$ cat config.mk
export PLATFORM = sky130hd
export DESIGN_NAME = i2c_tgt
export DESIGN_NICKNAME = d
export VERILOG_FILES = /design/src/rtl/i2c_tgt_pkg.sv /design/src/rtl/i2c_tgt_sync.sv /design/src/rtl/i2c_tgt.sv
export SDC_FILE = /design/constraint.sdc
export NUM_CORES = 1
export LEC_CHECK = 0
export BUFFER_PORTS_ARGS = -buffer_cell sky130_fd_sc_hd__buf_2
export CORE_ASPECT_RATIO = 1.75
export CORE_UTILIZATION = 50
export DETAILED_ROUTE_END_ITERATION = 10
export PLACE_DENSITY_LB_ADDON = 0.05
export SYNTH_ARGS = -nofsm -noshare
export SYNTH_HDL_FRONTEND = slang
export SYNTH_SLANG_ARGS = --single-unit
$ cat constraint.sdc
create_clock -name clk_i -period 2.7 [get_ports clk_i]
set_input_delay 0.405 -clock clk_i [delete_from_list [all_inputs] [get_ports clk_i]]
set_output_delay 0.405 -clock clk_i [all_outputs]
set_load 0.1 [all_outputs]
$ cat src/rtl/i2c_tgt_pkg.sv
// rtl/i2c_tgt_pkg.sv - shared FSM states and bus acknowledge levels for i2c_tgt
package i2c_tgt_pkg;

    typedef enum logic [3:0] {
        IDLE,
        ADDR,
        ADDR_ACK,
        PTR,
        PTR_ACK,
        WDATA,
        WDATA_ACK,
        RDATA,
        RDATA_ACK,
        SKIP
    } state_t;

    localparam logic ACK  = 1'b0;
    localparam logic NACK = 1'b1;

endpackage

$ cat src/rtl/i2c_tgt_sync.sv
// rtl/i2c_tgt_sync.sv - SCL/SDA synchroniser with SCL edge and START/STOP detection
module i2c_tgt_sync (
    input  logic clk_i,
    input  logic rst_n_i,
    input  logic scl_i,
    input  logic sda_i,
    output logic sda_s_o,
    output logic scl_rise_o,
    output logic scl_fall_o,
    output logic start_o,
    output logic stop_o
);
    // [1:0] are the synchroniser stages, [2] holds the previous synchronised value
    logic [2:0] scl_q;
    logic [2:0] sda_q;

    always_ff @(posedge clk_i or negedge rst_n_i) begin
        if (!rst_n_i) begin
            scl_q <= '1;
            sda_q <= '1;
        end else begin
            scl_q <= {scl_q[1:0], scl_i};
            sda_q <= {sda_q[1:0], sda_i};
        end
    end

    assign sda_s_o    = sda_q[1];
    assign scl_rise_o = scl_q[1] & ~scl_q[2];
    assign scl_fall_o = ~scl_q[1] & scl_q[2];
    assign start_o    = scl_q[1] & scl_q[2] & sda_q[2] & ~sda_q[1];
    assign stop_o     = scl_q[1] & scl_q[2] & ~sda_q[2] & sda_q[1];

endmodule

$ cat src/rtl/i2c_tgt.sv
// rtl/i2c_tgt.sv - I2C target exposing NREG auto-incrementing 8-bit registers
module i2c_tgt
    import i2c_tgt_pkg::*;
#(
    parameter logic [6:0] TGT_ADDR = 7'h42,
    parameter int         NREG     = 16
) (
    input  logic                    clk_i,
    input  logic                    rst_n_i,
    input  logic                    scl_i,
    input  logic                    sda_i,
    output logic                    sda_o,
    output logic                    sda_dir_o,
    input  logic [$clog2(NREG)-1:0] loc_addr_i,
    output logic [7:0]              loc_rdata_o,
    output logic                    wr_strb_o,
    output logic [$clog2(NREG)-1:0] wr_addr_o,
    output logic [7:0]              wr_data_o
);
    localparam int AW = $clog2(NREG);

    logic sda_s, scl_rise, scl_fall, start, stop;

    i2c_tgt_sync u_sync (
        .clk_i      (clk_i),
        .rst_n_i    (rst_n_i),
        .scl_i      (scl_i),
        .sda_i      (sda_i),
        .sda_s_o    (sda_s),
        .scl_rise_o (scl_rise),
        .scl_fall_o (scl_fall),
        .start_o    (start),
        .stop_o     (stop)
    );

    state_t        state_q, state_d;
    logic [3:0]    cnt_q, cnt_d;
    logic [7:0]    shift_q, shift_d;
    logic [AW-1:0] ptr_q, ptr_d;
    logic [AW-1:0] wr_addr_q, wr_addr_d;
    logic [7:0]    wr_data_q, wr_data_d;
    logic          rw_q, rw_d;
    logic          mack_q, mack_d;
    logic          dir_q, dir_d;
    logic          wr_strb_q, wr_strb_d;
    logic [7:0]    regs_q [NREG];
    logic [7:0]    rd_byte;

    assign rd_byte = regs_q[ptr_q];

    always_comb begin
        state_d   = state_q;
        cnt_d     = cnt_q;
        shift_d   = shift_q;
        ptr_d     = ptr_q;
        wr_addr_d = wr_addr_q;
        wr_data_d = wr_data_q;
        rw_d      = rw_q;
        mack_d    = mack_q;
        dir_d     = dir_q;
        wr_strb_d = 1'b0;
        if (start) begin
            state_d = ADDR;
            cnt_d   = 4'd0;
            dir_d   = 1'b0;
        end else if (stop) begin
            state_d = IDLE;
            dir_d   = 1'b0;
        end else begin
            case (state_q)
                // Bytes are shifted in on rising SCL and acted on at the following fall
                ADDR, PTR, WDATA: begin
                    if (scl_rise && cnt_q != 4'd8) begin
                        shift_d = {shift_q[6:0], sda_s};
                        cnt_d   = cnt_q + 4'd1;
                        if (state_q == WDATA && cnt_q == 4'd7) begin
                            wr_strb_d = 1'b1;
                            wr_addr_d = ptr_q;
                            wr_data_d = {shift_q[6:0], sda_s};
                        end
                    end
                    if (scl_fall && cnt_q == 4'd8) begin
                        dir_d = ~ACK;
                        if (state_q == ADDR) begin
                            if (shift_q[7:1] == TGT_ADDR) begin
                                state_d = ADDR_ACK;
                                rw_d    = shift_q[0];
                            end else begin
                                state_d = SKIP;
                                dir_d   = 1'b0;
                            end
                        end else if (state_q == PTR) begin
                            state_d = PTR_ACK;
                            ptr_d   = shift_q[AW-1:0];
                        end else begin
                            state_d = WDATA_ACK;
                            ptr_d   = ptr_q + 1'b1;
                        end
                    end
                end
                ADDR_ACK: begin
                    if (scl_fall) begin
                        cnt_d = 4'd0;
                        if (rw_q) begin
                            state_d = RDATA;
                            shift_d = rd_byte;
                            dir_d   = ~rd_byte[7];
                        end else begin
                            state_d = PTR;
                            dir_d   = 1'b0;
                        end
                    end
                end
                PTR_ACK, WDATA_ACK: begin
                    if (scl_fall) begin
                        state_d = WDATA;
                        cnt_d   = 4'd0;
                        dir_d   = 1'b0;
                    end
                end
                RDATA: begin
                    if (scl_rise && cnt_q != 4'd8) begin
                        cnt_d = cnt_q + 4'd1;
                    end
                    if (scl_fall) begin
                        if (cnt_q == 4'd8) begin
                            state_d = RDATA_ACK;
                            dir_d   = 1'b0;
                            ptr_d   = ptr_q + 1'b1;
                        end else begin
                            shift_d = {shift_q[6:0], 1'b0};
                            dir_d   = ~shift_q[6];
                        end
                    end
                end
                RDATA_ACK: begin
                    if (scl_rise) begin
                        mack_d = sda_s;
                    end
                    if (scl_fall) begin
                        cnt_d = 4'd0;
                        if (mack_q == NACK) begin
                            state_d = SKIP;
                            dir_d   = 1'b0;
                        end else begin
                            state_d = RDATA;
                            shift_d = rd_byte;
                            dir_d   = ~rd_byte[7];
                        end
                    end
                end
                default: ;
            endcase
        end
    end

    always_ff @(posedge clk_i or negedge rst_n_i) begin
        if (!rst_n_i) begin
            state_q   <= IDLE;
            cnt_q     <= 4'd0;
            shift_q   <= 8'h00;
            ptr_q     <= '0;
            wr_addr_q <= '0;
            wr_data_q <= 8'h00;
            rw_q      <= 1'b0;
            mack_q    <= NACK;
            dir_q     <= 1'b0;
            wr_strb_q <= 1'b0;
            for (int i = 0; i < NREG; i++) begin
                regs_q[i] <= 8'h00;
            end
        end else begin
            state_q   <= state_d;
            cnt_q     <= cnt_d;
            shift_q   <= shift_d;
            ptr_q     <= ptr_d;
            wr_addr_q <= wr_addr_d;
            wr_data_q <= wr_data_d;
            rw_q      <= rw_d;
            mack_q    <= mack_d;
            dir_q     <= dir_d;
            wr_strb_q <= wr_strb_d;
            if (wr_strb_d) begin
                regs_q[wr_addr_d] <= wr_data_d;
            end
        end
    end

    assign sda_o       = 1'b0;
    assign sda_dir_o   = dir_q;
    assign loc_rdata_o = regs_q[loc_addr_i];
    assign wr_strb_o   = wr_strb_q;
    assign wr_addr_o   = wr_addr_q;
    assign wr_data_o   = wr_data_q;

endmodule

==> metrics.cfg <==
[drt]
drt_wl_total_mm = 26.4
ant_nets = 0
post_drt_wl_per_cell_um = 24.6
drc = 0
vias = 6700
firstDrtPassIters = 5
drtIter0Drc = 413
drt-vias-per-instance = 6.24

[synthesis]
synth-seq-cells = 170
synth_area_um2 = 8810
synth.distinct_cells = 56
synth_nets = 815
ys.flop_type = dfrtp_1
ys_warn_count = 0
synth_edf_count = 0
ys_async_sr_fraction_pct = 100
syn_inst = 804
ys_seq_area_share_pct = 48.4
avgSynthCellArea_um2 = 11.0

[power_and_ir_drop]
pwr_density_cell_nw_per_um2 = 649
p_leak_nw = 4.19
ir_drop_mv = 0.372

[global_routing]
grt_max_degree = 55
grtUsageMet3_pct = 4.69
use_met2_pct = 56.1
use_met1_pct = 35.2
grt.overflow.total = 0
grt_pass1_vias = 6887
grt_usage_pct = 31.9
grt_antenna_before_repair = 0
grt_pass1_wl_mm = 40.8
gr-max-usage-layer = met2

[cts]
postCtsSetupBuffers = 0
tritoncts = built
cts.sinks = 170
cts_made_buffers = 17
clk-insertion-delay-late_ns = 0.43
cts_max_path_buffers = 2
cts_root_buffer = clkbuf_16
cts_max_level = 4
clkSlewWorstSetupHoldPaths_ns = 0.06

[sta]
relSlewSlack_pct = 54.6
fin_setup_tns_ns = 0
worst_slack_ns = 0.123
worst_slew_pin_slew_ns = 0.679
finalSetupViolations = 0
layout_min_cycle_time_ns = 2.58
fin_worst_skew_ns = 0.00896
hold_viol_final = 0
slew_viol_final = 0
holdWs_ns = 0.0711
rsz0062_at_grt = no
timing.fmax_mhz = 388
period_share_pct = 95.5

[job]
max_cap_violations = 0

[cells_and_area]
antenna_cells = 0
drive_gt1_share_pct = 24.0
multiInputGateArea_um2 = 4230
most-common-layout-cells = dfrtp_1 (162), nand2_1 (147), o21ai_0 (125), mux4_2 (58), buf_4 (35)
fill_cells = 1498
syn_to_final_growth_pct = 13.2
utilization_pct = 58.3
layout_commonest_cell = dfrtp_1
layout.area.seq_um2 = 4260
num-nets-final = 844

[outcome]
status = complete, no violations

[placed_design]
dp.final_hpwl_mm = 19.3
port_buffers = 29
place_congestion = 0.924
place_ws_ns = 0.162

[setup_path]
crit_path_end_kind = primary output
critPathArrivalTime_ns = 2.17
cp_max_fo = 3
cp.required_ns = 2.30
critPathLaunchType = flop
crit_type = flop to primary output

[floorplan]
initial_core_util_pct = 51.5
core_area_um2 = 17100
die_w_um = 102
die_height_um = 178
pin_count = 31
fp-row-count = 63
die_area_um2 = 18200

[min_path]
hold_path.class = input pin to flop

[critical path, stage by stage (launching register included)]
cell	delay, ns
dfrtp_1	0.44
mux4_2	0.50
mux4_2	0.49
buf_2	0.31
[logic make-up after synthesis]
family                   synth area share, %
multiplexers                            21.0
flip-flops                              48.4
adder cells (fa/ha/maj)                0.426
buffers and inverters                   3.76
AO/OA/AOI/OAI                           13.8
XOR/XNOR                               0.199
other                                 0.0425
AND/OR/NAND/NOR                         12.5
[path summary, 6_finish.rpt]
kind	slack, ns	endpoint	start	depth (start not counted)
worst max-delay path	0.12	loc_rdata_o[4]	regs_q[36]$_DFFE_PN0P_	3
worst min-delay path	0.07	u_sync.sda_q[0]$_DFF_PN1_	sda_i	1
worst max register to register	0.23	shift_q[5]$_DFFE_PN0P_	ptr_q[1]$_DFFE_PN0P_	5
worst min register to register	0.36	u_sync.sda_q[1]$_DFF_PN1_	u_sync.sda_q[0]$_DFF_PN1_	0
max in group asynchronous	1.41	regs_q[29]$_DFFE_PN0P_	rst_n_i	3
min in group asynchronous	0.50	cnt_q[2]$_DFFE_PN0P_	rst_n_i	2
[per-layer routing]
metal	routed length (µm)	part of all wire, %	vias up
met3	1270	4.8	99
met1	9450	36	3307
met4	1780	6.7	0
met2	13900	53	308
met5	0	0	-
li1	-	-	2986
[layout make-up]
class                           count  share of cell area, %
Tap cell                          227                   2.85
Clock inverter                      9                   1.37
Clock buffer                       23                   4.89
Multi-Input combinational cell    560                   42.4
Timing Repair Buffer               70                   5.26
Sequential cell                   170                   42.7
Inverter                           14                  0.527
[state kept, by name, summed over array words and instances (netlist names)]
register / flops
u_sync.scl_q: 3
mack_q: 1
regs_q: 128
ptr_q: 4
wr_strb_o: 1
rw_q: 1
sda_dir_o: 1
wr_data_o: 8
u_sync.sda_q: 3
shift_q: 8
state_q: 4
wr_addr_o: 4
cnt_q: 4
[through the flow]
stage	cells	area [µm²]	total power [mW]
floorplan	804	8810	3.58
global placement	1040	9340	3.91
CTS	1073	9980	6.51
global route	1073	9980	6.73
detailed placement	1040	9340	3.93
finish	1073	9980	6.48
[timing repair]
action,4_1_cts,5_1_grt
resized for setup,0,0
hold buffers,1,0
endpoints found under the hold margin,46,0
endpoints found under the setup margin,0,0
[report_power, final]
group | internal [mW] | total (mW) | switching [mW]
registers | 2.66 | 2.91 | 0.251
logic | 0.376 | 0.994 | 0.618
clock network | 1.56 | 2.57 | 1.01
[synthesized netlist by cell type, drive strengths merged (3+ instances only)]
cell | n | share of area (%)
a211o | 7 | 0.70
a211oi | 10 | 0.85
a21oi | 15 | 0.85
a221o | 5 | 0.57
a22o | 4 | 0.40
a31oi | 8 | 0.57
and2 | 5 | 0.35
buf | 24 | 1.6
clkbuf | 36 | 1.5
dfrtp | 163 | 46
dfstp | 7 | 2.1
ha | 3 | 0.43
inv | 14 | 0.60
mux2 | 26 | 3.3
mux2i | 25 | 2.8
mux4 | 58 | 15
nand2 | 147 | 6.3
nand2b | 8 | 0.57
nand3 | 21 | 1.7
nand3b | 3 | 0.26
nor2 | 14 | 0.62
nor2b | 14 | 0.99
nor3 | 8 | 0.45
o21ai | 142 | 8.1
o22ai | 8 | 0.57
Note: power is estimated with default switching activity, not from simulation.
